File: config.mk
export PLATFORM = sky130hd
export DESIGN_NAME = read_return_mux
export DESIGN_NICKNAME = d
export VERILOG_FILES = /design/src/rtl/read_mux_pkg.sv /design/src/rtl/rx_bit_counter.sv /design/src/rtl/read_return_mux.sv
export SDC_FILE = /design/constraint.sdc
export NUM_CORES = 1
export LEC_CHECK = 0
export CORE_AREA = 2 2 39 41
export CTS_BUF_LIST = sky130_fd_sc_hd__clkbuf_4
export DETAILED_ROUTE_END_ITERATION = 10
export DIE_AREA = 0 0 41 43
export PLACE_DENSITY = 0.59
export SKIP_CTS_REPAIR_TIMING = 1
export SYNTH_ARGS = -nofsm -noshare
export SYNTH_HDL_FRONTEND = slang
export SYNTH_SLANG_ARGS = --single-unit
File: constraint.sdc
create_clock -name clk -period 1.3 [get_ports clk]
set_clock_uncertainty 0.05 [all_clocks]
set_input_delay 0.39 -clock clk [delete_from_list [all_inputs] [get_ports clk]]
set_output_delay 0.39 -clock clk [all_outputs]
set_load 0.1 [all_outputs]
File: src/rtl/read_mux_pkg.sv
// Shared types and helpers for the read-return mux.
// READ_MUX_PARITY_EN adds the PAR state used for the trailing parity bit.
package read_mux_pkg;

    // Width needed to index n items (never less than one bit).
    function automatic int width_of(input int n);
        return (n > 1) ? $clog2(n) : 1;
    endfunction

`ifdef READ_MUX_PARITY_EN
    typedef enum logic [1:0] {
        IDLE = 2'd0,
        DATA = 2'd1,
        PAR  = 2'd2
    } state_t;
`else
    typedef enum logic [1:0] {
        IDLE = 2'd0,
        DATA = 2'd1
    } state_t;
`endif

endpackage

File: src/rtl/rx_bit_counter.sv
// Frame bit counter: cleared at frame start, counts sampled bits while enabled.
// tc flags the sample that completes the data portion of the frame.
module rx_bit_counter
    import read_mux_pkg::*;
#(
    parameter int DATA_BITS = 8
) (
    input  logic clk,
    input  logic rstn,
    input  logic clear,
    input  logic enable,
    output logic tc
);

    localparam int CNT_W = width_of(DATA_BITS + 1);
    localparam logic [CNT_W-1:0] LAST = CNT_W'(DATA_BITS - 1);

    logic [CNT_W-1:0] count_q;

    // The FSM leaves DATA on tc, so the count never runs past DATA_BITS.
    always_ff @(posedge clk) begin
        if (!rstn) begin
            count_q <= '0;
        end else if (clear) begin
            count_q <= '0;
        end else if (enable) begin
            count_q <= count_q + 1'b1;
        end
    end

    assign tc = (count_q == LAST);

endmodule

File: src/rtl/read_return_mux.sv
// Routes either the arbiter line or one selected slave's serial read frame to the master.
// Build with READ_MUX_PARITY_EN to add the even-parity bit check after the data bits.
//
// state | meaning
// IDLE  | master_rx follows arbiter_data, waiting for rd_start
// DATA  | forwarding DATA_BITS data bits from the selected slave
// PAR   | forwarding and checking the parity bit (READ_MUX_PARITY_EN only)
module read_return_mux
    import read_mux_pkg::*;
#(
    parameter  int NUM_SLAVES = 3,
    parameter  int DATA_BITS  = 8,
    localparam int SEL_W      = width_of(NUM_SLAVES)
) (
    input  logic                  clk,
    input  logic                  rstn,
    input  logic                  rd_start,
    input  logic                  rd_abort,
    input  logic [SEL_W-1:0]      slave_sel,
    input  logic [NUM_SLAVES-1:0] slave_rx,
    input  logic                  arbiter_data,
    output logic                  master_rx,
    output logic                  rd_busy,
    output logic                  rd_done,
    output logic                  sel_err,
    output logic                  parity_err
);

    localparam logic [SEL_W:0] SEL_LIMIT = (SEL_W + 1)'(NUM_SLAVES);

    state_t           state_q, state_d;
    logic [SEL_W-1:0] sel_q;
    logic             sel_ok, accept, sel_bad, done_d;
    logic             cnt_clr, cnt_en, cnt_tc;
    logic             rx_bit;

    assign sel_ok  = ({1'b0, slave_sel} < SEL_LIMIT);
    assign rx_bit  = slave_rx[sel_q];
    assign rd_busy = (state_q != IDLE);

    rx_bit_counter #(.DATA_BITS(DATA_BITS)) u_bit_counter (
        .clk    (clk),
        .rstn   (rstn),
        .clear  (cnt_clr),
        .enable (cnt_en),
        .tc     (cnt_tc)
    );

    always_comb begin
        state_d = state_q;
        cnt_clr = 1'b0;
        cnt_en  = 1'b0;
        accept  = 1'b0;
        sel_bad = 1'b0;
        done_d  = 1'b0;
        unique case (state_q)
            IDLE: begin
                // rd_abort has no meaning here, so rd_start always wins.
                if (rd_start) begin
                    if (sel_ok) begin
                        accept  = 1'b1;
                        cnt_clr = 1'b1;
                        state_d = DATA;
                    end else begin
                        sel_bad = 1'b1;
                    end
                end
            end
            DATA: begin
                cnt_en = 1'b1;
                if (rd_abort) begin
                    state_d = IDLE;
                end else if (cnt_tc) begin
`ifdef READ_MUX_PARITY_EN
                    state_d = PAR;
`else
                    state_d = IDLE;
                    done_d  = 1'b1;
`endif
                end
            end
`ifdef READ_MUX_PARITY_EN
            PAR: begin
                state_d = IDLE;
                done_d  = !rd_abort;
            end
`endif
            default: state_d = IDLE;
        endcase
    end

    always_ff @(posedge clk) begin
        if (!rstn) begin
            state_q   <= IDLE;
            sel_q     <= '0;
            master_rx <= 1'b0;
            rd_done   <= 1'b0;
            sel_err   <= 1'b0;
        end else begin
            state_q   <= state_d;
            master_rx <= (state_q == IDLE) ? arbiter_data : rx_bit;
            rd_done   <= done_d;
            sel_err   <= sel_bad;
            if (accept) begin
                sel_q <= slave_sel;
            end
        end
    end

`ifdef READ_MUX_PARITY_EN
    logic xor_q;
    logic perr_q;

    always_ff @(posedge clk) begin
        if (!rstn) begin
            xor_q  <= 1'b0;
            perr_q <= 1'b0;
        end else begin
            if (accept) begin
                xor_q <= 1'b0;
            end else if (state_q == DATA) begin
                xor_q <= xor_q ^ rx_bit;
            end
            perr_q <= done_d && (rx_bit != xor_q);
        end
    end

    assign parity_err = perr_q;
`else
    assign parity_err = 1'b0;
`endif

endmodule

### Yosys cells after proc, flatten, opt, wreduce, memory -nomap -nowiden

Cells that the tools add are included.

| word-level totals | value |
|---|---|
| input port bits | 10 |
| register bits after elaboration | 11 |
| output and inout port bits | 5 |

| cells by class | value |
|---|---|
| order comparisons | 2 |
| eq/ne operators | 5 |
| $add $sub $neg | 1 |
| bitwise operators | 2 |
| mux-type cells | 14 |
| reductions and logical operators | 6 |

Operator list:

| operator | count |
|---|---|
| two-way mux 1 bit | 8 |
| two-way mux 2 bit | 4 |
| AND reduction 3 bit | 2 |
| adder 4 x 1 -> 4 bit, second input constant | 1 |
| equality test 4 x 3 -> 1 bit, second input constant | 1 |
| inequality test 2 bit, second input constant | 2 |
| one-hot mux 2 bit (2 select lines) | 1 |
| < comparator 2 x 3 -> 1 bit, second input constant | 1 |
| inequality test 3 bit, second input constant | 1 |
| OR reduction 3 bit | 1 |
| binary-select mux 1 bit (select 2 bit) | 1 |
| equality test 2 x 1 -> 1 bit, second input constant | 1 |
| logical NOT 2 bit | 1 |
| < comparator 2 bit, second input constant | 1 |
| inverter 1 bit | 2 |
| nonzero test 2 bit | 1 |
| OR reduction 2 bit | 1 |

### Logic depth before layout (Yosys ltp)

Gate-level depths: netlist (run 1).

| logic depth | value |
|---|---|
| depth in word-level cells | 5 |
| mapped depth | 4 |
| gate-level depth less buffers | 4 |

### Cells and area by module

A second synthesis (run 1) with hierarchy kept.

| second synthesis, totals | value |
|---|---|
| cell total of the unflattened synthesis | 43 |
| area, all modules | 465.4 µm² |

By module, submodules not included:

| module | times used | cells each | area an instance (µm²) |
|---|---|---|---|
| read_return_mux | 1 | 25 | 274.0 |
| rx_bit_counter | 1 | 18 | 191.4 |

### Worst setup path after synthesis (run 1)

No wires, ideal clock.

| timing path | value |
|---|---|
| path type | reg-to-reg |
| start | reg state_q[0] |
| end | reg sel_q[0] |
| buffers on the path | 1 |
| arrival time | 1.559 ns |
| required time | 1.131 ns |
| setup slack | -0.428 ns |
| stages on the path, launching flop included | 5 |
| period minus slack after synthesis | 1.728 ns |
| path through | dfxtp_1 buf_6 nand2b_4 nor2_1 o221a_1 |

| on the way | value |
|---|---|
| word-level cells in the longest chain between the ends | 2 |

RTL lines:

| item | line | RTL |
|---|---|---|
| from (decl) | read_return_mux.sv:31 | `state_t state_q, state_d;` |
| from (signal assigned) | read_return_mux.sv:100 | `state_q <= state_d;` |
| logical NOT 2 bit | read_return_mux.sv:56 | `unique case (state_q)` |
| two-way mux 1 bit | read_return_mux.sv:56 |  |
| to (signal assigned) | read_return_mux.sv:105 | `sel_q <= slave_sel;` |
| to (decl) | read_return_mux.sv:32 | `logic [SEL_W-1:0] sel_q;` |

No other way between the ends.
A chain may end at the register's enable or synchronous reset.

### Final worst setup path (run 1)

| timing path | value |
|---|---|
| start | reg state_q[0] |
| end | out rd_busy |

| on the way | value |
|---|---|
| word-level cells in the longest chain between the ends | 1 |

RTL lines:

| item | line | RTL |
|---|---|---|
| nonzero test 2 bit | read_return_mux.sv:39 | `assign rd_busy = (state_q != IDLE);` |
| to (decl) | read_return_mux.sv:23 | `output logic rd_busy,` |

No other way between the ends.

==> flow_summary.toml, run 1 <==
[routing]
wire_per_inst_microns = 11.35
finalWirelength_microns = 874
drt_iter0_drc = 3
antenna_left = 0
firstDrtPassIters = 4
vias_per_cell = 4.545
routed-via-count = 350
drcViolationCount = 0

[place]
finalWeightedCongestion = 0.7736
port_buffers = 13
pre_cts_ws_ns = -0.2128
dp_hpwl_microns = 642

[power]
p_total_mw = 0.7344
powerDensity_nw_per_um2 = 1110
peakVddDrop_v = 0.0005442
power.leakage_nw = 0.2657

[global_route]
grt_first_pass_wirelength_mm = 1.345
busiest_layer = "met2"
grt_max_degree = 10
first_global_vias = 327
grt_remaining_overflow = 0
grt_usage_pct = 12.40
antenna_found_initial = 0
use_met2_pct = 18.44
use_met3_pct = 4.712
use_met1_pct = 12.05

[setup_path]
crit_chain = "buf_12"
worstSetupStartpointType = "register"
cp_num_cells = 1
crit_path_end_kind = "primary output"
reg2reg_to = "u_bit_counter.count_q[2]"
timing.rr.start = "state_q[0]"
crit_path_max_fanout = 2
cp_data_required_time_ns = 0.86
crit_path_start = "state_q[0]"
slowest_delay_ns = 0.36
crit_family = "flip-flops"
worstSetupPathType = "reg2out"
reg2reg_slack_ns = 0.18
ff2ff_path_depth = 4
crit_slowest_cell = "dfxtp_4"
path_buf_inv = 1
cp_data_arrival_time_ns = 0.78

[clock_network]
clkTransAtPathRegs_ns = 0.07
h-tree-depth = 1
clock_latency_ns = 0.26
cts.root.buffer_cell = "clkbuf_4"
cts_tree = "yes"
cts_buffers = 3
cts_max_path_buffers = 2
clock_sinks = 10

[logic_synthesis]
netlist.area_leader.share_pct = 44.94
syn_area_per_cell_sq_um = 9.898
synth_area_sq_um = 445.4
yosys_warnings = 0
synth_area_leaders = "dfxtp_1 45%, nand2b_4 6.2%, nor2_1 5.1%"
syn_nets = 56
seq_area_frac_synth_pct = 44.94
synthCells = 45
ys_types = 23
yosysTopAreaCell = "dfxtp_1"
synth-seq-cells = 10

[die]
ioPinCount = 15
die_w_microns = 41
coreArea_sq_um = 1384
die_area_sq_um = 1763
initial_core_util_pct = 32.19
row_count = 14
dieHeight_microns = 43

[timing]
fin_crit_sh_pct = 94.17
setup_violations = 0
fin_crit_ns = 1.224
final_hold_viol_count = 0
slew_viol_final = 0
rsz0062_at_grt = "false"
fmax_mhz = 816.9
postLayoutSetupSlackWorst_ns = 0.07583

[hold_path]
min_path_cells = 1
hp-class = "reg2reg"
worstHoldStart = "u_bit_counter.count_q[3]"
whs_endpoint = "rd_done"

[finish]
antenna_cells = 0
final_nets = 73
drive_above_1_share_pct = 26.23
area_delta_synth_final_pct = 48.60

[run]
cap_violations = 0

[status]
status = "finished, final reports clean"
[cell usage in the layout, fill, tap and decap left out, types with 2 or more instances in the layout]
master / n
clkdlybuf4s50_1: 9
nor2_1: 6
dfxtp_1: 6
nand2_1: 4
clkbuf_4: 4
buf_12: 4
dfxtp_2: 3
nor3_1: 2
nand2b_4: 2
xor2_1: 2
mux2i_1: 2
o221a_1: 2
[sequential cells by signal, indices dropped and copies added, names as in the netlist]
signal	count
u_bit_counter.count_q	4
sel_q	2
master_rx	1
rd_done	1
sel_err	1
state_q	1
[cell families (layout without fill, tap and decap cells)]
group	after synthesis	count (layout)	synth area share [%]
AOI/OAI and AO/OA	7	7	13.20
and+or+nand+nor	18	18	22.76
muxes	2	2	4.495
DFF	10	10	44.94
adders and majority gates	1	1	2.809
other	1	1	0.8419
xor gates and xnor gates	3	3	5.900
buffers and inverters	3	19	5.056
[power by group]
part	total (mW)	switching [mW]	leakage [nW]	internal (mW)
logic	0.162	0.0894	0.164	0.0725
clock network	0.243	0.104	0.0184	0.139
registers	0.329	0.0105	0.0834	0.319
[routing by layer]
metal / wire (microns) / up-vias
met3: 26 / 2
met4: 19 / 0
met5: 0 / -
met1: 361 / 156
met2: 466 / 8
li1: - / 184
[synthesized netlist by cell type]
cell,number
dfxtp_1,10
nor2_1,6
nand2_1,4
mux2i_1,2
nand2b_4,2
nor3_1,2
o221a_1,2
xor2_1,2
a21oi_1,1
and2_1,1
buf_4,1
buf_6,1
conb_1,1
ha_1,1
inv_1,1
nand3b_1,1
nand4_1,1
nor2b_1,1
o211a_1,1
o211ai_1,1
o21ai_0,1
o21ai_2,1
xnor2_1,1
[area by class of cell]
type	count	area, sq um
fill	140	721.9
multi-input combinational	32	222.7
sequential	10	207.7
timing repair buffer	14	177.7
clock buffer	4	30.03
tap	16	20.02
inverter	1	3.754
[how the worst max path moves through the flow]
stage	endpoint	slack, ns
final	rd_busy	0.08
after global routing	u_bit_counter.count_q[0]	0.01
after CTS	rd_busy	-0.03
after detailed placement	u_bit_counter.count_q[2]	-0.21
after global placement	u_bit_counter.count_q[2]	-0.17
after floorplan	sel_q[0]	0.05
[per-stage QoR]
step	util [%]	setup TNS (ns)	hold WS [ns]	std cells	instance area, sq um
global route	47.83	0	0.4318	77	661.9
floorplan	-	0	0.3764	45	452.9
finish	47.83	0	0.4155	77	661.9
global placement	45.12	-1.069	0.4130	72	624.3
detailed placement	45.12	-1.331	0.4118	72	624.3
CTS	47.29	-0.03153	0.4116	76	654.4
(Power assumes the default switching activity.)
==> run 2, diff against run 1 <==
- RECOVER_POWER: default -> 50
==> flow_summary.toml, run 2 (synthesized netlist as in run 1, its figures left out) <==
[setup_path]
reg2reg_slack_ns = 0.18
timing.rr.start = "state_q[0]"
cp_data_arrival_time_ns = 1.37
ff2ff_path_depth = 4
worstSetupStartpointType = "input pin"
crit_path_end_kind = "register"
crit_path_max_fanout = 6
worstSetupPathType = "in2reg"
cp_data_required_time_ns = 1.43
reg2reg_to = "u_bit_counter.count_q[2]"
crit_end = "sel_err"
crit_path_start = "rstn"

[clock_network]
cts_max_path_buffers = 2
clkTransAtPathRegs_ns = 0.07
cts_tree = "yes"
cts.root.buffer_cell = "clkbuf_4"
cts_buffers = 3
h-tree-depth = 1
clock_latency_ns = 0.26
clock_sinks = 10

[place]
pre_cts_ws_ns = -0.2128
port_buffers = 13
finalWeightedCongestion = 0.7736
place_area_sq_um = 624.3
place_inst = 72
dp_hpwl_microns = 642

[run]
cap_violations = 0

[die]
ioPinCount = 15
initial_core_util_pct = 32.19
coreArea_sq_um = 1384
die_w_microns = 41
die_area_sq_um = 1763
dieHeight_microns = 43
row_count = 14

[finish]
area_delta_synth_final_pct = 46.63
antenna_cells = 0
final_nets = 73
largest_reg_flops = 4
mostFrequentLayoutCells = "6 x nor2_1, 6 x clkdlybuf4s50_1, 6 x dfxtp_1, 4 x nand2_1, 4 x clkbuf_4"
final_util_pct = 47.20
instances_no_fill = 77
drive_above_1_share_pct = 26.23
registers.top_by_ff_count = "u_bit_counter.count_q"
largest_registers = "u_bit_counter.count_q x4, sel_q x2"
postLayoutCellArea_sq_um = 653.1

[timing]
tns_ns = 0
finalHoldWorstSlack_ns = 0.4154
postLayoutSetupSlackWorst_ns = 0.05353
rsz0062_at_grt = "false"
final_hold_viol_count = 0
fmax_mhz = 802.3
fin_crit_sh_pct = 95.88
setup_violations = 0
fin_crit_ns = 1.246
slew_viol_final = 0

[routing]
drcViolationCount = 0
routed-via-count = 349
firstDrtPassIters = 4
antenna_left = 0
vias_per_cell = 4.532
finalWirelength_microns = 872
drt_iter0_drc = 3
wire_per_inst_microns = 11.32

[global_route]
grt_max_degree = 10
grt_usage_pct = 12.40
first_global_vias = 327
grt_remaining_overflow = 0
antenna_found_initial = 0
grt_first_pass_wirelength_mm = 1.345

[status]
status = "finished, final reports clean"

[power]
peakVddDrop_v = 0.0005439
power.leakage_nw = 0.2645
powerDensity_nw_per_um2 = 1121
p_sw_mw = 0.2037
p_seq_share_pct = 44.9
pwr-share-comb_pct = 21.9
p_int_mw = 0.5288
p_clk_share_pct = 33.2
switching_share_pct = 27.81
p_total_mw = 0.7325

[hold_path]
hp-class = "reg2reg"
## run 2: changes by cell type in the layout (fill, tap and decap cells not counted)
cell | previous run | this run
clkdlybuf4s50_1 | 9 | 6
buf_6 | 0 | 1
dlygate4sd3_1 | 0 | 3
buf_12 | 4 | 3
## run 2: worst max-delay path, cell delays in order
cell and delay [ns]:
dlygate4sd3_1 0.68, inv_1 0.10, nor3_1 0.20
## run 2: power groups by stage
stage	registers (mW)	clock network, mW	logic (mW)
detailed placement	0.342	0	0.154
floorplan	0.373	0	0.0628
CTS	0.335	0.252	0.155
global route	0.331	0.262	0.170
global placement	0.342	0	0.152
finish	0.329	0.243	0.160
## run 2: final cells by class
cell class / count / area, sq um
clock buffers: 4 / 30.03
fillers: 143 / 730.7
inverters: 1 / 3.754
multi-input cells: 32 / 222.7
flip-flops and latches: 10 / 207.7
well taps: 16 / 20.02
repair buffers: 14 / 168.9
## run 2: how the worst min path moves through the flow
stage	endpoint	cells past startpoint	start
floorplan	rd_done	1	u_bit_counter.count_q[3]
global placement	rd_done	1	u_bit_counter.count_q[3]
detailed placement	rd_done	1	u_bit_counter.count_q[3]
CTS	rd_done	1	u_bit_counter.count_q[3]
global route	rd_done	1	u_bit_counter.count_q[3]
finish	rd_done	1	u_bit_counter.count_q[3]
## run 2: layer usage
metal | track usage, % | share of wire, % | wire length (microns)
met4 | 12.00 | 2.2 | 19
met1 | 12.05 | 42 | 362
met3 | 4.712 | 3.0 | 26
met2 | 18.44 | 53 | 464
met5 | 0 | 0 | 0
==> run 3, diff against run 2 <==
- GPL_TIMING_DRIVEN: default -> 1
==> results of run 3 <==
No change in the layout: final DEF, timing and power equal those of run 2.
